File: src/rtl/motoro3_deadtime_guard.sv
// Gate-drive guard for a three-leg inverter: break-before-make dead time per leg,
// shoot-through blocking, force-stop and a sticky fault with capture and event count.

module motoro3_dtg_leg #(
    parameter int DT_CYCLES = 20,
    parameter int DT_W      = 8
) (
    input  logic clk,
    input  logic nRst,
    input  logic raw_h,
    input  logic raw_l,
    input  logic force_off,
    output logic hp,
    output logic lp,
    output logic dead_d
);
    typedef enum logic [1:0] {IDLE, HON, LON, DEAD} leg_state_e;

    localparam logic [DT_W-1:0] DT_LOAD = DT_W'(DT_CYCLES - 1);

    leg_state_e      state_q, state_d;
    logic [DT_W-1:0] cnt_q, cnt_d;
    logic            hp_q, hp_d, lp_q, lp_d;
    logic            want_h, want_l;

    always_ff @(posedge clk or negedge nRst) begin
        if (!nRst) begin
            state_q <= DEAD;
            cnt_q   <= DT_LOAD;
            hp_q    <= 1'b0;
            lp_q    <= 1'b0;
        end else begin
            state_q <= state_d;
            cnt_q   <= cnt_d;
            hp_q    <= hp_d;
            lp_q    <= lp_d;
        end
    end

    always_comb begin
        want_h  = raw_h & ~raw_l;
        want_l  = raw_l & ~raw_h;
        state_d = state_q;
        cnt_d   = cnt_q;
        if (force_off) begin
            state_d = DEAD;
            cnt_d   = DT_LOAD;
        end else begin
            case (state_q)
                IDLE: begin
                    if (want_h)      state_d = HON;
                    else if (want_l) state_d = LON;
                end
                HON: begin
                    if (!want_h) begin
                        state_d = DEAD;
                        cnt_d   = DT_LOAD;
                    end
                end
                LON: begin
                    if (!want_l) begin
                        state_d = DEAD;
                        cnt_d   = DT_LOAD;
                    end
                end
                DEAD: begin
                    // The dead interval always runs to completion before re-arming.
                    if (cnt_q == '0) begin
                        if (want_h)      state_d = HON;
                        else if (want_l) state_d = LON;
                        else             state_d = IDLE;
                    end else begin
                        cnt_d = cnt_q - 1'b1;
                    end
                end
                default: begin
                    state_d = DEAD;
                    cnt_d   = DT_LOAD;
                end
            endcase
        end
        // Gates decode from the next state so the pins come straight off flops.
        hp_d   = (state_d == HON);
        lp_d   = (state_d == LON);
        dead_d = (state_d == DEAD);
    end

    assign hp = hp_q;
    assign lp = lp_q;
endmodule

module motoro3_deadtime_guard #(
    parameter int DT_CYCLES = 20,
    parameter int DT_W      = 8,
    parameter int EVT_W     = 8
) (
    input  logic             clk,
    input  logic             nRst,
    input  logic             rawAHp,
    input  logic             rawALp,
    input  logic             rawBHp,
    input  logic             rawBLp,
    input  logic             rawCHp,
    input  logic             rawCLp,
    input  logic             dgStop,
    input  logic             dgFaultClr,
    output logic             aHp,
    output logic             aLp,
    output logic             bHp,
    output logic             bLp,
    output logic             cHp,
    output logic             cLp,
    output logic             dgFault,
    output logic [2:0]       dgFaultLeg,
    output logic [EVT_W-1:0] dgEvtCnt,
    output logic             dgBusy
);
    localparam int NUM_LEGS = 3;

    logic [NUM_LEGS-1:0] raw_h, raw_l, illegal, force_off, hp, lp, dead_d;
    logic                any_ill;
    logic                fault_q, fault_d, busy_q, busy_d;
    logic [NUM_LEGS-1:0] fault_leg_q, fault_leg_d;
    logic [EVT_W-1:0]    evt_q, evt_d;

    assign raw_h     = {rawCHp, rawBHp, rawAHp};
    assign raw_l     = {rawCLp, rawBLp, rawALp};
    assign illegal   = raw_h & raw_l;
    assign any_ill   = |illegal;
    assign force_off = {NUM_LEGS{dgStop | fault_q}} | illegal;

    for (genvar i = 0; i < NUM_LEGS; i++) begin : g_leg
        motoro3_dtg_leg #(
            .DT_CYCLES (DT_CYCLES),
            .DT_W      (DT_W)
        ) u_leg (
            .clk       (clk),
            .nRst      (nRst),
            .raw_h     (raw_h[i]),
            .raw_l     (raw_l[i]),
            .force_off (force_off[i]),
            .hp        (hp[i]),
            .lp        (lp[i]),
            .dead_d    (dead_d[i])
        );
    end

    always_ff @(posedge clk or negedge nRst) begin
        if (!nRst) begin
            fault_q     <= 1'b0;
            fault_leg_q <= '0;
            evt_q       <= '0;
            busy_q      <= 1'b1;
        end else begin
            fault_q     <= fault_d;
            fault_leg_q <= fault_leg_d;
            evt_q       <= evt_d;
            busy_q      <= busy_d;
        end
    end

    always_comb begin
        fault_d     = fault_q;
        fault_leg_d = fault_leg_q;
        // A new illegal request beats a coincident clear.
        if (any_ill) begin
            fault_d = 1'b1;
            if (!fault_q) fault_leg_d = fault_leg_q | illegal;
        end else if (dgFaultClr) begin
            fault_d     = 1'b0;
            fault_leg_d = '0;
        end
        evt_d = evt_q;
        if (any_ill && (evt_q != {EVT_W{1'b1}})) evt_d = evt_q + 1'b1;
        busy_d = |dead_d;
    end

    assign {cHp, bHp, aHp} = hp;
    assign {cLp, bLp, aLp} = lp;
    assign dgFault         = fault_q;
    assign dgFaultLeg      = fault_leg_q;
    assign dgEvtCnt        = evt_q;
    assign dgBusy          = busy_q;
endmodule
File: config.mk
export PLATFORM = sky130hd
export DESIGN_NAME = motoro3_deadtime_guard
export DESIGN_NICKNAME = d
export VERILOG_FILES = /design/src/rtl/motoro3_deadtime_guard.sv
export SDC_FILE = /design/constraint.sdc
export NUM_CORES = 1
export LEC_CHECK = 0
export CORE_ASPECT_RATIO = 1.4
export CORE_UTILIZATION = 50
export CTS_CLUSTER_DIAMETER = 200
export DETAILED_ROUTE_END_ITERATION = 8
export HOLD_SLACK_MARGIN = 0.12
export PLACE_DENSITY_LB_ADDON = 0.2
export SKIP_LAST_GASP = 1
export SLEW_MARGIN = 15
export SYNTH_ARGS = -nofsm -noshare
export SYNTH_HDL_FRONTEND = slang
export SYNTH_SLANG_ARGS = --single-unit
File: constraint.sdc
create_clock -name clk -period 2.1 [get_ports clk]
set_clock_uncertainty 0.15 [all_clocks]
set_input_delay 0.315 -clock clk [delete_from_list [all_inputs] [get_ports clk]]
set_output_delay 0.315 -clock clk [all_outputs]
set_load 0.05 [all_outputs]
==> impl_metrics.tcl <==
set metrics [dict create \
    core_um2 5610 \
    die_x_um 67.2 \
    total_leakage_power_nw 1.86 \
    synth_top_flop_cell "dfrtp_1" \
    drt_iter0_drc 127 \
    syn_inst 310 \
    place_area_um2 3750 \
    cp.arrival_ps 2150 \
    cp_top_family "flip-flops" \
    worstMarginPinSlew_ps 527 \
    hpwlAfterDp_um 5210 \
    grt_pass1_vias 2661 \
    ioPinCount 29 \
    final_common_cell "buf_4" \
    cp_max_fo 3 \
    intPower_w 0.00174 \
    worstSetupPathType "flip-flop to flip-flop" \
    combPwrFrac 0.301 \
    final-max-slew-violation-count 0 \
    die_area_um2 6280 \
    max_slew_margin 0.649 \
    maxCapViolCount 0 \
    gr-usage-all-layers 0.237 \
    status "complete, no violations" \
    fin_crit_sh 0.979 \
    die_h_um 93.3 \
    setup.worst_path.end_class "flip-flop" \
    postLayoutCoreUtil 0.726 \
    fin_crit_ps 2060 \
    cp_data_required_time_ps 2200 \
    start_util 0.531 \
    yosysWarnings 0 \
    crit-reg2reg-capture "g_leg[1].u_leg.lp" \
    via_per_inst 5.56 \
    finalWorstSetupSlack_ps 43.3 \
    drive_gt1_frac 0.327 \
    cts_sinks 49 \
    grt_max_degree 29 \
    preCtsSetupSlack_ps -200 \
    h-tree-depth 2 \
    syn_avg_cell_area_um2 9.61 \
    nets 432 \
    clock-root-buffer "clkbuf_8" \
    synth_cell_types 56 \
    vdd_drop_max_uv 1020 \
    drc_errors 0 \
    cts.path.max_buffers 2 \
    std_cell_rows 32 \
    reg2regPathDepth 8 \
    ant_nets 0 \
    antenna_cells 0 \
    rsz0062_at_grt "yes" \
    firstDrtPassIters 4 \
    switching_power_w 0.000923 \
    r2r_start "g_leg[1].u_leg.cnt_q[0]" \
    antenna_found_initial 0 \
    grt_pass1_wl_um 11400 \
    cts_tree "built" \
    power_density_nw_per_um2 654 \
    area_growth_pct 36.5 \
    grt_remaining_overflow 0 \
    slowest_stage "dfstp_2" \
    start_kind "flip-flop" \
    io_buffers 28 \
    crit_chain "inv_2 > ha_4 > nor3b_4 > nand2_2 > mux2_4 > a32oi_2 > buf_4 > nor2b_1" \
    hold_viol_final 0 \
    clkPwrFrac 0.266 \
    met2WireLength_um 3770 \
    cts_made_buffers 5 \
    wl_met3_um 138 \
    final_cell_mix "62 x buf_4, 33 x dfrtp_1, 31 x nor2_1" \
    drt-wirelength-per-cell_um 14.6 \
    nFillCells 424 \
    min_path_type "input port to async pin" \
    slowest_delay_ps 550 \
    setup_viol 0 \
    netlist_area_um2 2980 \
    synth_edf_count 0 \
    power.total_w 0.00266 \
    vias 2625 \
    design_area_um2 4070 \
    fin_hold_ws_ps 356 \
    ys_async_sr_fraction 1.00 \
    ys_seq_elements 49 \
    top_layer "met4" \
    worst-path-buf-inv 2 \
    synth_nets 339 \
    rrSetupSlack_ps 40 \
    ys_seq_area_frac 0.418 \
    place_congestion 0.932 \
    seq_power_share 0.433 \
    drt-total-wl_um 6880 \
    sw_frac_of_total 0.347 \
    clk_pin_slew_worst_paths_ps 100 \
    clk_latency_ps 310 \
    met1_length_um 2830 \
    clock.fmax_mhz 486 \
]
## area by class of cell
type	count	area (um2)	area share
Clock inverter	1	30.0	0.00738
Tap cell	68	85.1	0.0209
Clock buffer	7	86.3	0.0212
Multi-Input combinational cell	235	1780	0.437
Inverter	21	81.3	0.0200
Sequential cell	49	1250	0.306
Timing Repair Buffer	91	762	0.187
## worst register-to-register path, delay by kind of cell, from the launching register on
kind                     cells  cell delay (ps)
adder cells (fa/ha/maj)      1              150
flip-flops                   1              550
multiplexers                 1              310
buffers and inverters        2              220
AND/OR/NAND/NOR              3              370
AO/OA/AOI/OAI                1              250
## metal layers
metal  up-vias  track usage
li1       1282            -
met1      1291        0.259
met2        36        0.442
met3        16       0.0366
met4         0       0.0887
met5         -            0
## cell families (layout without fill, tap and decap cells)
logic type / after synthesis / after routing / share of synthesized area
AND/OR/NAND/NOR: 128 / 128 / 0.233
AO/OA/AOI/OAI: 67 / 67 / 0.169
flip-flops: 49 / 49 / 0.418
buffers and inverters: 26 / 120 / 0.0336
adder cells (fa/ha/maj): 19 / 19 / 0.0798
XOR/XNOR: 16 / 16 / 0.0470
multiplexers: 5 / 5 / 0.0189
## stage by stage
step | TNS (ps) | cells
final | 0 | 472
after global routing | -144 | 472
after CTS | -16.9 | 466
after detailed placement | -3410 | 456
after global placement | -2200 | 456
after floorplan | 0 | 310
## registers in the layout, summed over array words and instances (netlist names)
signal,count
g_leg.u_leg.hp,3
dgBusy,1
dgFault,1
g_leg.u_leg.cnt_q,24
dgFaultLeg,3
g_leg.u_leg.lp,3
g_leg.u_leg.state_q,6
dgEvtCnt,8
## cells in the mapped netlist (2+ instances only)
cell       count  area (um2)
nand3b_1       3        22.5
xnor2_1        4        35.0
nand2b_1       4        25.0
ha_1          19         238
a31oi_1        2        12.5
o31ai_1        3        22.5
and4_1         2        17.5
o21ai_0       10        50.1
a22oi_1        2        15.0
mux2_2         3        33.8
and3_1         6        37.5
mux2_1         2        22.5
nand4_1        3        18.8
nand4b_1       2        17.5
o211ai_1       2        15.0
nor3b_1        4        30.0
nor3_1         6        30.0
and2_1         5        31.3
o21ai_1       11        55.1
a222oi_1       2        20.0
clkbuf_1       3        11.3
nand2_1       25        93.8
o21a_1         4        30.0
or2_2          2        12.5
inv_1         21        78.8
nor4_4         2        42.5
a32oi_2        5        81.3
nand3_1       15        75.1
dfrtp_1       33         826
a2111oi_0      2        17.5
nor2b_1       10        62.6
xor2_1        12         105
nor2_1        32         120
a21oi_1       11        55.1
dfstp_2       16         420
a211oi_2       2        25.0
## worst max path at each step
stage | from | depth (start not counted) | to | slack, ps
after floorplan | dgFault | 6 | dgBusy | 30
after global placement | rawBHp | 7 | dgBusy | -170
after detailed placement | rawCLp | 6 | g_leg[2].u_leg.cnt_q[7] | -200
after CTS | g_leg[0].u_leg.state_q[0] | 7 | g_leg[0].u_leg.cnt_q[6] | -20
after global routing | rawALp | 7 | g_leg[0].u_leg.hp | -40
final | g_leg[1].u_leg.cnt_q[0] | 8 | g_leg[1].u_leg.lp | 40
## power groups by stage
| stage | clock, W | combinational (W) | sequential [W] |
|---|---|---|---|
| after floorplan | 0 | 0.000194 | 0.00145 |
| after global routing | 0.000754 | 0.000851 | 0.00117 |
| after CTS | 0.000719 | 0.000803 | 0.00115 |
| after detailed placement | 0 | 0.000796 | 0.00117 |
| final | 0.000708 | 0.000801 | 0.00115 |
| after global placement | 0 | 0.000789 | 0.00116 |
## repair_timing
action / in CTS / in global routing
endpoints found under the setup margin: 8 / 23
resized for setup: 7 / 30
pin swaps: 3 / 9
hold buffers: 1 / 0
setup buffers: 1 / 6
hold endpoints to repair: 16 / 0
Note: power is estimated with default switching activity, not from simulation.
==> patch: new RTL, same settings <==
`DT_CYCLES` is set to 20 in 2 places; all go to 15.
--- a/src/rtl/motoro3_deadtime_guard.sv
+++ b/src/rtl/motoro3_deadtime_guard.sv
@@ -2,7 +2,7 @@
 // shoot-through blocking, force-stop and a sticky fault with capture and event count.
 
 module motoro3_dtg_leg #(
-    parameter int DT_CYCLES = 20,
+    parameter int DT_CYCLES = 15,
     parameter int DT_W      = 8
 ) (
     input  logic clk,
@@ -90,7 +90,7 @@
 endmodule
 
 module motoro3_deadtime_guard #(
-    parameter int DT_CYCLES = 20,
+    parameter int DT_CYCLES = 15,
     parameter int DT_W      = 8,
     parameter int EVT_W     = 8
 ) (
Formal check against the unedited RTL: no difference found for any inputs over 10 cycles, from zero or initial values and one cycle with nRst low; that may be too few to reach the edited logic, so the function may still have changed.
==> patch against the unedited design <==
- highest routed layer unchanged
- hold slack lost 80 ps
- the run now ends with setup timing left
- final cell count increased by 7.6%
- sequential cell count unchanged
- critical path depth fell by 2
- via count grew 8.5%
- utilization grew 4.6 points
- synthesized area fell by 0.17%
- non-clock buffer count increased by 23
- setup slack got worse by 300 ps
- routed wire length up 12%
- power is essentially flat
- design area rose by 6.3%
==> patch: results (changes against the unedited design) <==
metric,value,unit,change
ys_seq_area_share,41.9,%,was 41.8%
path_max_fanout,3,,unchanged
wire_per_inst,15.1,µm,was 14.6 µm
placedCellCount,492,,was 456
synth_top_area_cell,dfrtp_1,,unchanged
setup_viol,17,,was 0
wl,7680,µm,was 6880 µm
syn-num-nets,353,,was 339
track_usage,25.4,%,was 23.7%
detail_route.vias_per_cell,5.60,,was 5.56
async_flop_share,100,%,unchanged
place_worst_setup_slack,-288,ps,was -200 ps
cpMaxStageDelayCell,or4_4,,was dfstp_2
clk_pin_slew,90,ps,
synth.distinct_cells,57,,was 56
largest_reg_flops,24,,unchanged
crit_arrival,2450,ps,was 2150 ps
tightest_slew,649,ps,was 527 ps
peakVddDrop,0.775,mV,was 1.02 mV
yosys-top-cells-area,"dfrtp_1 (28%), dfstp_2 (14%), ha_1 (8.0%)",,unchanged
antenna_cells,0,,unchanged
fin_ws,-258,ps,was 43.3 ps
detail_route.iter0.violations,231,,was 127
top_register,g_leg.u_leg.cnt_q,,unchanged
grt_start_max_net_pins,26,,was 29
cts_max_path_buffers,2,,unchanged
grt_pass1_wl,12200,µm,was 11400 µm
clock_latency,300,ps,
h-tree-depth,2,,unchanged
worst_path_largest_cell_delay,530,ps,was 550 ps
violations,setup timing,,
min_path_type,in -> async,,unchanged
dpl.hpwl,5460,µm,was 5210 µm
ys_top_cells_by_count,"nor2_1 (35), dfrtp_1 (33), nand2_1 (31), inv_1 (24), ha_1 (19)",,"was dfrtp_1 (33), nor2_1 (32), nand2_1 (25), inv_1 (21), ha_1 (19)"
nNetsFinal,468,,was 432
antenna_found_initial,0,,unchanged
portBuffers,28,,unchanged
cts_root_buf,clkbuf_8,,unchanged
ys_warn_count,0,,unchanged
p_leak,2.02,nW,was 1.86 nW
worst_path_dominant_cell_family,simple AND/OR/NAND/NOR gates,,was flip-flops
gp_congestion,0.883,,was 0.932
status,finished with violations,,"was complete, no violations"
cts_buffers,5,,unchanged
avgSynthCellArea,9.18,µm²,was 9.61 µm²
drt-pass1-iter-count,4,,unchanged
grt_pass1_vias,2747,,was 2661
drive_gt1_share,37.5,%,was 32.7%
==> patch: worst register-to-register path: stages (launching register included) <==
cell	delay [ps]
dfrtp_1	390
or4_4	530
or3_4	370
mux2i_1	140
a221oi_2	310
nor2_1	100
a221o_1	320
==> patch: routing by layer <==
metal | part of all wire, % | vias to the layer above | track usage (%) | wire, µm
met5 | 0 | - | 0 | 0
met2 | 53 | 59 | 45.0 | 4090
li1 | - | 1380 | - | -
met1 | 41 | 1391 | 29.6 | 3180
met4 | 2.4 | 0 | 10.3 | 182
met3 | 3.0 | 17 | 3.54 | 230
==> patch: cell type report <==
type                       count  area, µm²
inverter                      24       90.1
timing repair buffer         114        956
multi-input combinational    245       1830
fill                         402       1280
sequential                    49       1250
clock inverter                 3       43.8
clock buffer                   5       68.8
tap                           68       85.1
==> patch: worst paths after layout <==
kind,start,end,slack (ps),depth (start not counted)
worst max-delay path,g_leg[2].u_leg.cnt_q[4]$_DFFE_PN0P_,dgBusy$_DFF_PN1_,-260,6
worst min-delay path,nRst,g_leg[0].u_leg.cnt_q[6]$_DFFE_PN0P_,280,2
worst max register to register,g_leg[2].u_leg.cnt_q[4]$_DFFE_PN0P_,dgBusy$_DFF_PN1_,-260,6
worst min register to register,dgFaultLeg[2]$_DFFE_PN0P_,dgFaultLeg[2]$_DFFE_PN0P_,360,1
max in group asynchronous,nRst,g_leg[1].u_leg.cnt_q[2]$_DFFE_PN1P_,960,3
min in group clk,dgFaultLeg[2]$_DFFE_PN0P_,dgFaultLeg[2]$_DFFE_PN0P_,360,1
==> patch: cells by family (layout without fill, tap and decap cells) <==
| family | after synthesis | count (layout) | share of synthesized area [%] |
|---|---|---|---|
| fa+ha+maj | 19 | 19 | 7.99 |
| flops | 49 | 49 | 41.9 |
| buf+inv | 30 | 146 | 4.16 |
| simple gates | 136 | 136 | 23.7 |
| compound gates | 71 | 71 | 16.1 |
| xor+xnor | 11 | 11 | 3.24 |
| mux | 8 | 8 | 2.86 |
==> patch: power by group <==
part	total (mW)	internal, mW	switching, mW
combinational	0.825	0.328	0.498
sequential	1.15	1.04	0.108
clock	0.690	0.357	0.333
==> patch: stage by stage <==
step	instance area (µm²)	total power [mW]	hold slack (ps)	TNS (ps)
3_3_place_gp	3920	1.96	67.2	-3530
4_1_cts	4180	2.67	271	-2780
6_report	4320	2.66	276	-2000
2_1_floorplan	3010	1.64	-131	-529
5_1_grt	4320	2.77	303	-3360
3_5_place_dp	3920	1.97	70.1	-4870
==> patch: timing repair <==
item	CTS	global route
setup buffers	4	4
endpoints found under the setup margin	23	31
hold endpoints to repair	33	0
resized for setup	32	31
hold buffers	1	0
pin swaps	19	19
